## src/rtl/game_scoreboard.sv

```systemverilog
// Scoreboard and game timer: per-player BCD scores, session high score,
// BCD seconds timer (count-up or countdown) and the IDLE/RUN/OVER phase.
//
// Ports:
//   clk, reset      clock; synchronous active-high reset
//   start           begin a game from IDLE or OVER
//   count_down      timer mode latched at start (1 = countdown)
//   time_limit      BCD countdown start value latched at start
//   point           one-cycle point pulse per player
//   game_over       engine-reported end of game
//   state           0 = IDLE, 1 = RUN, 2 = OVER
//   score_bcd       player i at [i*4*SCORE_DIGITS +: 4*SCORE_DIGITS]
//   high_bcd        session high score
//   time_bcd        timer value in seconds
//   sec_tick        high during the cycle on whose closing edge the timer steps
//   time_up         high during the RUN cycle in which the countdown reads 0
//   new_high        high in OVER when this game raised high_bcd
module game_scoreboard #(
    parameter int CLK_HZ       = 50000000,
    parameter int NUM_PLAYERS  = 2,
    parameter int SCORE_DIGITS = 2,
    parameter int TIME_DIGITS  = 4
) (
    input  logic                                clk,
    input  logic                                reset,
    input  logic                                start,
    input  logic                                count_down,
    input  logic [4*TIME_DIGITS-1:0]            time_limit,
    input  logic [NUM_PLAYERS-1:0]              point,
    input  logic                                game_over,
    output logic [1:0]                          state,
    output logic [NUM_PLAYERS*4*SCORE_DIGITS-1:0] score_bcd,
    output logic [4*SCORE_DIGITS-1:0]           high_bcd,
    output logic [4*TIME_DIGITS-1:0]            time_bcd,
    output logic                                sec_tick,
    output logic                                time_up,
    output logic                                new_high
);

    localparam int SW = 4 * SCORE_DIGITS;
    localparam int TW = 4 * TIME_DIGITS;
    localparam int PW = $clog2(CLK_HZ);
    localparam logic [PW-1:0] PMAX = PW'(CLK_HZ - 1);

    typedef enum logic [1:0] {
        ST_IDLE = 2'd0,
        ST_RUN  = 2'd1,
        ST_OVER = 2'd2
    } state_t;

    // Saturating BCD increment: an all-9s value has a carry out and stays put.
    function automatic logic [SW-1:0] score_inc(input logic [SW-1:0] v);
        logic [SW-1:0] r;
        logic          c;
        r = v;
        c = 1'b1;
        for (int i = 0; i < SCORE_DIGITS; i++) begin
            if (c) begin
                if (r[i*4 +: 4] == 4'd9) begin
                    r[i*4 +: 4] = 4'd0;
                end else begin
                    r[i*4 +: 4] = r[i*4 +: 4] + 4'd1;
                    c = 1'b0;
                end
            end
        end
        return c ? v : r;
    endfunction

    function automatic logic [TW-1:0] time_inc(input logic [TW-1:0] v);
        logic [TW-1:0] r;
        logic          c;
        r = v;
        c = 1'b1;
        for (int i = 0; i < TIME_DIGITS; i++) begin
            if (c) begin
                if (r[i*4 +: 4] == 4'd9) begin
                    r[i*4 +: 4] = 4'd0;
                end else begin
                    r[i*4 +: 4] = r[i*4 +: 4] + 4'd1;
                    c = 1'b0;
                end
            end
        end
        return c ? v : r;
    endfunction

    // Never called on zero: expiry is detected before the timer would step.
    function automatic logic [TW-1:0] time_dec(input logic [TW-1:0] v);
        logic [TW-1:0] r;
        logic          b;
        r = v;
        b = 1'b1;
        for (int i = 0; i < TIME_DIGITS; i++) begin
            if (b) begin
                if (r[i*4 +: 4] == 4'd0) begin
                    r[i*4 +: 4] = 4'd9;
                end else begin
                    r[i*4 +: 4] = r[i*4 +: 4] - 4'd1;
                    b = 1'b0;
                end
            end
        end
        return b ? v : r;
    endfunction

    state_t                          state_q, state_d;
    logic [NUM_PLAYERS-1:0][SW-1:0]  score_q, score_d;
    logic [SW-1:0]                   high_q, high_d;
    logic [TW-1:0]                   time_q, time_d;
    logic [PW-1:0]                   presc_q, presc_d;
    logic                            mode_q, mode_d;
    logic                            new_high_q, new_high_d;
    logic                            sec_tick_q, sec_tick_d;
    logic                            time_up_q, time_up_d;
    logic [SW-1:0]                   max_s;

    always_comb begin
        max_s = score_q[0];
        for (int i = 1; i < NUM_PLAYERS; i++) begin
            if (score_q[i] > max_s) begin
                max_s = score_q[i];
            end
        end
    end

    always_comb begin
        state_d    = state_q;
        score_d    = score_q;
        high_d     = high_q;
        time_d     = time_q;
        presc_d    = presc_q;
        mode_d     = mode_q;
        new_high_d = new_high_q;

        unique case (state_q)
            ST_IDLE, ST_OVER: begin
                // Packed BCD compares correctly as unsigned binary.
                if (state_q == ST_OVER && max_s > high_q) begin
                    high_d     = max_s;
                    new_high_d = 1'b1;
                end
                if (start) begin
                    state_d    = ST_RUN;
                    score_d    = '0;
                    presc_d    = '0;
                    mode_d     = count_down;
                    time_d     = count_down ? time_limit : '0;
                    new_high_d = 1'b0;
                end
            end
            ST_RUN: begin
                for (int i = 0; i < NUM_PLAYERS; i++) begin
                    if (point[i]) begin
                        score_d[i] = score_inc(score_q[i]);
                    end
                end
                if (mode_q && time_q == '0) begin
                    state_d = ST_OVER;
                end else if (presc_q == PMAX) begin
                    presc_d = '0;
                    time_d  = mode_q ? time_dec(time_q) : time_inc(time_q);
                end else begin
                    presc_d = presc_q + PW'(1);
                end
                if (game_over) begin
                    state_d = ST_OVER;
                end
            end
            default: begin
                state_d = ST_IDLE;
            end
        endcase

        // Pulses are registered so they coincide with the cycle they describe.
        sec_tick_d = (state_d == ST_RUN) && (presc_d == PMAX);
        time_up_d  = (state_d == ST_RUN) && mode_d && (time_d == '0);
    end

    always_ff @(posedge clk) begin
        if (reset) begin
            state_q    <= ST_IDLE;
            score_q    <= '0;
            high_q     <= '0;
            time_q     <= '0;
            presc_q    <= '0;
            mode_q     <= 1'b0;
            new_high_q <= 1'b0;
            sec_tick_q <= 1'b0;
            time_up_q  <= 1'b0;
        end else begin
            state_q    <= state_d;
            score_q    <= score_d;
            high_q     <= high_d;
            time_q     <= time_d;
            presc_q    <= presc_d;
            mode_q     <= mode_d;
            new_high_q <= new_high_d;
            sec_tick_q <= sec_tick_d;
            time_up_q  <= time_up_d;
        end
    end

    assign state     = state_q;
    assign score_bcd = score_q;
    assign high_bcd  = high_q;
    assign time_bcd  = time_q;
    assign sec_tick  = sec_tick_q;
    assign time_up   = time_up_q;
    assign new_high  = new_high_q;

endmodule

```

## config.mk

```make
export PLATFORM = sky130hd
export DESIGN_NAME = game_scoreboard
export DESIGN_NICKNAME = d
export VERILOG_FILES = /design/src/rtl/game_scoreboard.sv
export SDC_FILE = /design/constraint.sdc
export NUM_CORES = 1
export LEC_CHECK = 0
export BUFFER_PORTS_ARGS = -buffer_cell sky130_fd_sc_hd__clkbuf_2
export CORE_AREA = 4 4 114 116
export CTS_CLUSTER_SIZE = 28
export DETAILED_ROUTE_END_ITERATION = 8
export DIE_AREA = 0 0 118 120
export PLACE_DENSITY = 0.66
export SLEW_MARGIN = 30
export SYNTH_ARGS = -nofsm -noshare
export SYNTH_HDL_FRONTEND = slang
export SYNTH_SLANG_ARGS = --single-unit
```

## constraint.sdc

```tcl
create_clock -name clk -period 3.5 [get_ports clk]
set_input_delay 0.35 -clock clk [delete_from_list [all_inputs] [get_ports clk]]
set_output_delay 0.35 -clock clk [all_outputs]
set_load 0.03 [all_outputs]
```

After elaboration in Yosys (flattened, before gate mapping). Index checks and enable logic that the tools add are counted.

Bits in registers: 72. Latch bits: 0. Bits in writable memories: 0. ROM bits: 0. Input port bits: 23. Output and inout bits: 45. Logic and storage cells: 167. Memories kept: 0.

Add/sub/neg operators: 13. Multiply operators: 0. Div/mod/pow operators: 0. Order comparisons: 2. Eq/ne operators: 20. Shift operators: 0. Muxes and demuxes: 99. Bitwise operators: 0. Reduce and logical (&&, ||, !) cells: 21.

Operator list (number): two-way mux 16 bit (8); two-way mux 4 bit (20); two-way mux 26 bit (3); case mux 16 bit (2 select lines) (2); two-way mux 1 bit (56); == test 26 bit, second input constant (2); case mux 26 bit (2 select lines) (1); two-way mux 8 bit (5); adder 4 x 1 -> 4 bit, second input constant (8); == test 4 bit, second input constant (8); logical NOT 16 bit (2); adder 26 x 1 -> 26 bit, second input constant (1); greater-than comparator 8 bit (2); logical NOT 4 bit (4); subtractor 4 x 1 -> 4 bit, second input constant (4); != test 2 bit, second input constant (5); AND reduction 5 bit (2); AND reduction 4 bit (2); two-way mux 2 bit (3); logical AND 1 bit (5); == test 2 x 1 -> 1 bit, second input constant (2); != test 2 x 1 -> 1 bit, second input constant (2); case mux 2 bit (2 select lines) (1); AND reduction 2 bit (2); 4 further kinds (5).

Longest topological paths before layout. Gate-level depths: netlist of the first run.

Depth in word-level cells: 24. Depth in mapped cells: 21. Depth with buffers taken out: 19.

Least setup slack after synthesis of the first run. No wires, ideal clock.

Path kind: register to register. Start point: register score_q, in the netlist score_bcd[1]. End point: register high_q[7], in the netlist high_bcd[7]. Setup time: 0.086 ns. Arrival: 4.044 ns. Required time: 3.414 ns. Setup slack: -0.630 ns. Stages on the path, launching flop included: 22. Path buffers: 2. Clock period less this slack: 4.130 ns. Cells stage by stage: dfxtp_1 > inv_1 > ha_1 > nor2b_1 > o21a_1 > o21a_1 > o21a_1 > o21bai_1 > a21oi_1 > mux2i_1 > inv_1 > ha_1 > nor2b_1 > o21ai_0 > nand2b_1 > a21oi_1 > o21ai_0 > o2111a_1 > clkbuf_1 > clkbuf_1 > nor2_1 > a211oi_1.

Word-level cells in the longest chain between the ends: 5.

RTL lines: from (decl) (line 108) `logic [NUM_PLAYERS-1:0][SW-1:0] score_q, score_d;`; from (signal assigned) (line 193) `score_q <= score_d;`; greater-than comparator 8 bit (line 121) `if (score_q[i] > max_s) begin`; two-way mux 8 bit (*) (line 121); net max_s[1] (line 116) `logic [SW-1:0] max_s;`; greater-than comparator 8 bit (*) (line 139) `if (state_q == ST_OVER && max_s > high_q) begin`; logical AND 1 bit (*) (line 139); AND reduction 2 bit (no line) (*); to (signal assigned) (line 194) `high_q <= high_d;`; to (decl) (line 109) `logic [SW-1:0] high_q, high_d;`.

Mark *: on every way through the listed nets, which the timed path passes. The rest lies on a longest branch. A chain may end at the register's enable or synchronous reset.

Final worst setup path of the first run.
Start point: register score_q, in the netlist score_bcd[2]. End point: register high_q[4], in the netlist high_bcd[4].

Word-level cells in the longest chain between the ends: 5.

RTL lines (line): greater-than comparator 8 bit (121); two-way mux 8 bit (121); net max_s[6] (116); greater-than comparator 8 bit (139); logical AND 1 bit (139); AND reduction 2 bit (no line).

The timed path passes the listed nets, and every way through them passes these cells.

==> results of run 1 <==
[per-layer routing]
layer  part of all wire (%)  global-route usage, %
met1                     45                   31.8
met2                     45                   37.3
met3                    7.1                   3.86
met4                    2.8                   10.0
met5                      0                      0
[path summary, 6_finish.rpt]
| kind | from | end | cells after the start |
|---|---|---|---|
| setup / recovery | score_bcd[2] | high_bcd[4] | 17 |
| hold / removal | time_limit[15] | time_bcd[15] | 3 |
| setup reg to reg | score_bcd[2] | high_bcd[4] | 17 |
| hold reg to reg | new_high | new_high | 2 |
[layout make-up]
type                       instances  area (sq um)
timing repair buffer             114           696
clock inverter                     6          67.6
multi-input combinational        537          3650
fill                            1126          5480
inverter                          38           143
tap                              147           184
clock buffer                      10           239
sequential                        72          1450
[state kept, by name, summed over array words and instances (netlist names)]
name,flops
high_bcd,8
mode_q,1
new_high,1
presc_q,26
score_bcd,16
sec_tick,1
state,2
time_bcd,16
time_up,1
[kinds of logic (layout without fill, tap and decap cells)]
| kind of cell | Yosys count | after routing | share of synthesized area (%) |
|---|---|---|---|
| DFF | 72 | 72 | 27.3 |
| adders and majority gates | 37 | 37 | 8.77 |
| buffers and inverters | 76 | 168 | 5.62 |
| xor gates and xnor gates | 13 | 13 | 2.16 |
| AOI/OAI and AO/OA | 166 | 166 | 21.3 |
| muxes | 14 | 14 | 2.68 |
| and+or+nand+nor | 307 | 307 | 32.1 |
[per-stage QoR]
stage | instances | area, sq um | utilization, % | hold slack [ns]
3_5_place_dp | 901 | 5960 | 50.1 | 0.467
6_report | 924 | 6430 | 54.0 | 0.264
5_1_grt | 924 | 6430 | 54.0 | 0.278
2_1_floorplan | 685 | 5300 | - | 0.490
3_3_place_gp | 901 | 5960 | 50.1 | 0.462
4_1_cts | 918 | 6280 | 52.8 | 0.256
[timing repair]
action                                  4_1_cts  5_1_grt
setup buffers                                 1        4
cloned                                        0        2
resized for setup                             2       26
endpoints found under the setup margin        8       10
pin swaps                                     0        7
hold buffers                                  0        0
[power groups by stage]
| stage | logic, mW | registers [mW] | clock network [mW] |
|---|---|---|---|
| 2_1_floorplan | 0.294 | 0.923 | 0 |
| 3_3_place_gp | 0.479 | 0.889 | 0 |
| 3_5_place_dp | 0.489 | 0.890 | 0 |
| 4_1_cts | 0.494 | 0.872 | 0.985 |
| 5_1_grt | 0.590 | 0.878 | 1.01 |
| 6_report | 0.539 | 0.874 | 0.970 |
[cells in the mapped netlist, types with 6 or more instances]
cell type | number | area (sq um)
a211oi_1 | 14 | 105
a21oi_1 | 44 | 220
a311oi_1 | 7 | 61.3
a31oi_1 | 8 | 50.1
and3_1 | 11 | 68.8
and4_1 | 7 | 61.3
clkbuf_1 | 33 | 124
dfxtp_1 | 72 | 1440
ha_1 | 37 | 463
inv_1 | 38 | 143
mux2i_1 | 13 | 130
nand2_1 | 55 | 206
nand2b_1 | 11 | 68.8
nand3_1 | 26 | 130
nand4_1 | 23 | 144
nor2_1 | 80 | 300
nor2b_1 | 17 | 106
nor3_1 | 17 | 85.1
nor4_1 | 12 | 75.1
o21a_1 | 6 | 45.0
o21ai_0 | 25 | 125
o31ai_1 | 6 | 45.0
or3_1 | 7 | 43.8
xnor2_1 | 8 | 70.1
[worst max-delay path, stage by stage (launching register included)]
cell	delay [ns]
dfxtp_2	0.38
inv_1	0.09
ha_1	0.30
o21a_1	0.12
o21a_1	0.10
o21a_1	0.12
o21bai_2	0.08
a21oi_4	0.30
buf_4	0.19
mux2i_2	0.24
inv_1	0.08
ha_1	0.32
a21o_1	0.17
a21oi_1	0.15
o21ai_1	0.09
o2111a_2	0.16
buf_6	0.15
a211oi_1	0.26
==> run metrics, run 1 <==
critical path arrival=3.64 ns; drt via density=6.05; initial core utilization=44.3%; HP Class=in2reg; Clk pwr share=40.7%; Final nets=832; Sw Share=31.4%; Worst Tran Pin Value=0.738 ns; Synth Area per Inst=7.71 sq um; Die Ht=120 um; most common cell after layout, fill and taps aside=nor2_1; most frequent cells in the layout=nor2_1, dfxtp_1, clkbuf_2, nand2_1, buf_4; row count=40; Max Root-Sink Buffers=2; Crit Path Max Fanout=8; Setup-failing EPs final=0; Slew Limit Fails=0; VDD IR max=0.212 mV; P&R area growth vs syn=21.8%; CTS root buf=clkbuf_16; die area=14,200 sq um; GRT overflow=0; first-pass GRT wire length=27,200 um; max_slew headroom=50.4%; status=completed; TritonCTS Sinks=72; synthesized instance count=685; share of layout cells above drive strength 1=21.8%; detailed placer's ending HPWL=12,300 um; Hold Violations, Final=0; cts bufs inserted=9; Synth Cell Area=5280 sq um; flops & latches, synth=72; period utilisation layout=97.0%; Port Buf Inserts=67; CP startpoint kind=flop; Seq/Total Area, Yosys=27.3%; drt drc=0; Comb power frac=22.6%; post-route setup slack=0.105 ns; Final min period=3.39 ns; Flop pwr share=36.7%; dpl ws=-0.0894 ns; pin count of the biggest net entering global routing=36; critical path class=reg2reg; TNS Setup=0 ns; Routability Congestion=0.953; WP data required=3.75 ns; P per Cell Area=371 nW/um^2; max cap viols=0; CTS clk-pin slew, worst paths=0.07 ns; initial antenna violation count=0; number of global-route vias before repair=5,320; total number of vias=5,593; Iter 0 DRT Violations=566; Mapped Nets=745; power consumption=2.38 mW; FMAX=0.295 GHz; clk_lat worst skew=0.35 ns; n_diodes=0; FF-to-FF setup slack=0.11 ns; drt wl/cell=18.3 um; Leak=2.55 nW; Die X=118 um; Ys Warns=0; drt pass-1 iters=5; Total GRT Usage=23.6%; Core Box Area=11,900 sq um; Antenna Nets Post-Route=0; Synth async-reset ratio=0%; number of I/O pins=68; Unique masters post-synth=78; CTS tree=yes; Max H-tree Level=3; main flop type after synthesis=dfxtp_1; Final Skew=0.00968 ns; Net Switching=0.747 mW; Setup crit end kind=flop; Post-synth EDFFs=0; Internal=1.64 mW; Post-Route WL=17,000 um
No activity file was read; power rests on OpenSTA's default activity.
==> inputs of run 2 (changes only) <==
--- a/config.mk
+++ b/config.mk
@@ -11,6 +11,7 @@
 export DETAILED_ROUTE_END_ITERATION = 8
 export DIE_AREA = 0 0 118 120
 export PLACE_DENSITY = 0.66
+export REMOVE_ABC_BUFFERS = 1
 export SLEW_MARGIN = 30
 export SYNTH_ARGS = -nofsm -noshare
 export SYNTH_HDL_FRONTEND = slang
==> run 2 against run 1 <==
Effect of this change: first-iteration DRC count shrank 32%; critical endpoint is now high_bcd[7]; global-route usage grew 0.12 points; sequential share of layout area shrank 1.1 points; largest power group unchanged; highest routed layer unchanged; critical path depth grew 2.
==> run metrics, run 2 (synthesis results as in run 1) <==
status=completed; CTS tree=yes; Slew Limit Fails=0; detailed placer's ending HPWL=12,600 um; Setup-failing EPs final=0; Max Root-Sink Buffers=2; drt wl/cell=18.4 um; multi-input logic area=3760 sq um; share of layout cells above drive strength 1=25.6%; Setup crit end kind=flop; RSZ-0062 raised after global routing=yes; register area=1440 sq um; max reg flops=26; fin util=56.6%; initial antenna violation count=0; Iter 0 DRT Violations=385; Top Layer Used=met4; number of global-route vias before repair=5,371; Die Ht=120 um; Hold Buf Count CTS=0; Post-Route WL=17,500 um; largest register by flop count=presc_q; Final min period=3.39 ns; Port Buf Inserts=67; CTS root buf=clkbuf_16; P&R area growth vs syn=27.7%; n_diodes=0; routed wl met2=8240 um; Final Skew=0.00679 ns; met3 WL=1060 um; CTS clk-pin slew, worst paths=0.06 ns; critical path's most frequent cell=o21a_1; Crit Path Max Fanout=4; initial core utilization=44.3%; critical path arrival=3.65 ns; cts bufs inserted=9; slowest stage delay, CP=0.33 ns; number of I/O pins=68; Hold Slack=0.248 ns; max cap viols=0; drt via density=6.02; total number of vias=5,724; Antenna Nets Post-Route=0; max_slew headroom=52.5%; row count=40; CP startpoint kind=flop; P per Cell Area=357 nW/um^2; Hold Violations, Final=0; clk_lat worst skew=0.34 ns; critical path class=reg2reg; GRT overflow=0; pin count of the biggest net entering global routing=53; TritonCTS Sinks=72; Max H-tree Level=3; period utilisation layout=97.0%; FF-to-FF setup slack=0.11 ns; most frequent cells in the layout=nor2_1, dfxtp_1, buf_4, clkbuf_2, nand2_1; critical-path cell list=inv_2 > ha_4 > nor2b_4 > o21a_1 > o21a_1 > o21a_1 > o21bai_2 > a21oi_4 > buf_6 > mux2i_4 > inv_1 > ha_2 > a21o_1 > a21o_1 > a21oi_1 > o21ai_1 > o2111a_2 > buf_4 > a211oi_2; Routability Congestion=0.910; Worst Tran Pin Value=0.707 ns; first-pass GRT wire length=27,500 um; Core Box Area=11,900 sq um; Final nets=859; VDD IR max=0.248 mV; drt pass-1 iters=5; FMAX=0.295 GHz; Leak=2.72 nW; Total GRT Usage=23.7%; DRT met1 WL=7700 um; Die X=118 um; die area=14,200 sq um; fill cell total of the finished layout=1,072; HP Class=in2reg; drt drc=0; WP data required=3.76 ns; most common cell after layout, fill and taps aside=nor2_1; slowest CP cell=dfxtp_2
-- run 2: power by group --
group / internal, mW / switching (mW)
Combinational: 0.251 / 0.356
Clock: 0.570 / 0.369
Sequential: 0.842 / 0.0218
-- run 2: final timing paths --
kind,from,cells past startpoint,to
setup / recovery,score_bcd[1],19,high_bcd[7]
hold / removal,time_limit[5],3,time_bcd[5]
setup reg to reg,score_bcd[1],19,high_bcd[7]
hold reg to reg,new_high,2,new_high
-- run 2: critical path: cells and delay by family, from the launching register on --
| kind | cells | cell delay, ns |
|---|---|---|
| adder cells (fa/ha/maj) | 2 | 0.42 |
| multiplexers | 1 | 0.23 |
| flip-flops | 1 | 0.33 |
| buffers and inverters | 4 | 0.48 |
| AND/OR/NAND/NOR | 1 | 0.12 |
| AO/OA/AOI/OAI | 11 | 1.73 |
-- run 2: metrics by stage --
step	setup WS (ns)	total power [mW]	TNS (ns)	std cells	area, sq um
floorplan	-0.399	1.19	-3.46	647	5120
global route	-0.0859	2.51	-0.458	951	6740
global placement	-0.0825	1.37	-0.626	927	6140
CTS	0.00961	2.32	0	943	6450
detailed placement	-0.274	1.38	-2.04	927	6140
finish	0.105	2.41	0	951	6740
-- run 2: metal layers --
metal / vias up / global-route usage [%]
met3: 39 / 5.09
met2: 192 / 38.5
li1: 2767 / -
met4: 0 / 8.64
met5: - / 0
met1: 2726 / 31.0
-- run 2: final cells by class --
class / count / share of cell area (%)
clock buffers: 11 / 3.60
clock inverters: 5 / 0.835
inverters: 38 / 2.12
multi-input cells: 537 / 55.8
flip-flops and latches: 72 / 21.4
well taps: 147 / 2.73
repair buffers: 141 / 13.5
-- run 2: repair_timing --
action | CTS | global route
resized for setup | 3 | 49
endpoints found under the setup margin | 9 | 11
gates cloned | 0 | 1
setup buffers | 0 | 7
pin swaps | 1 | 16
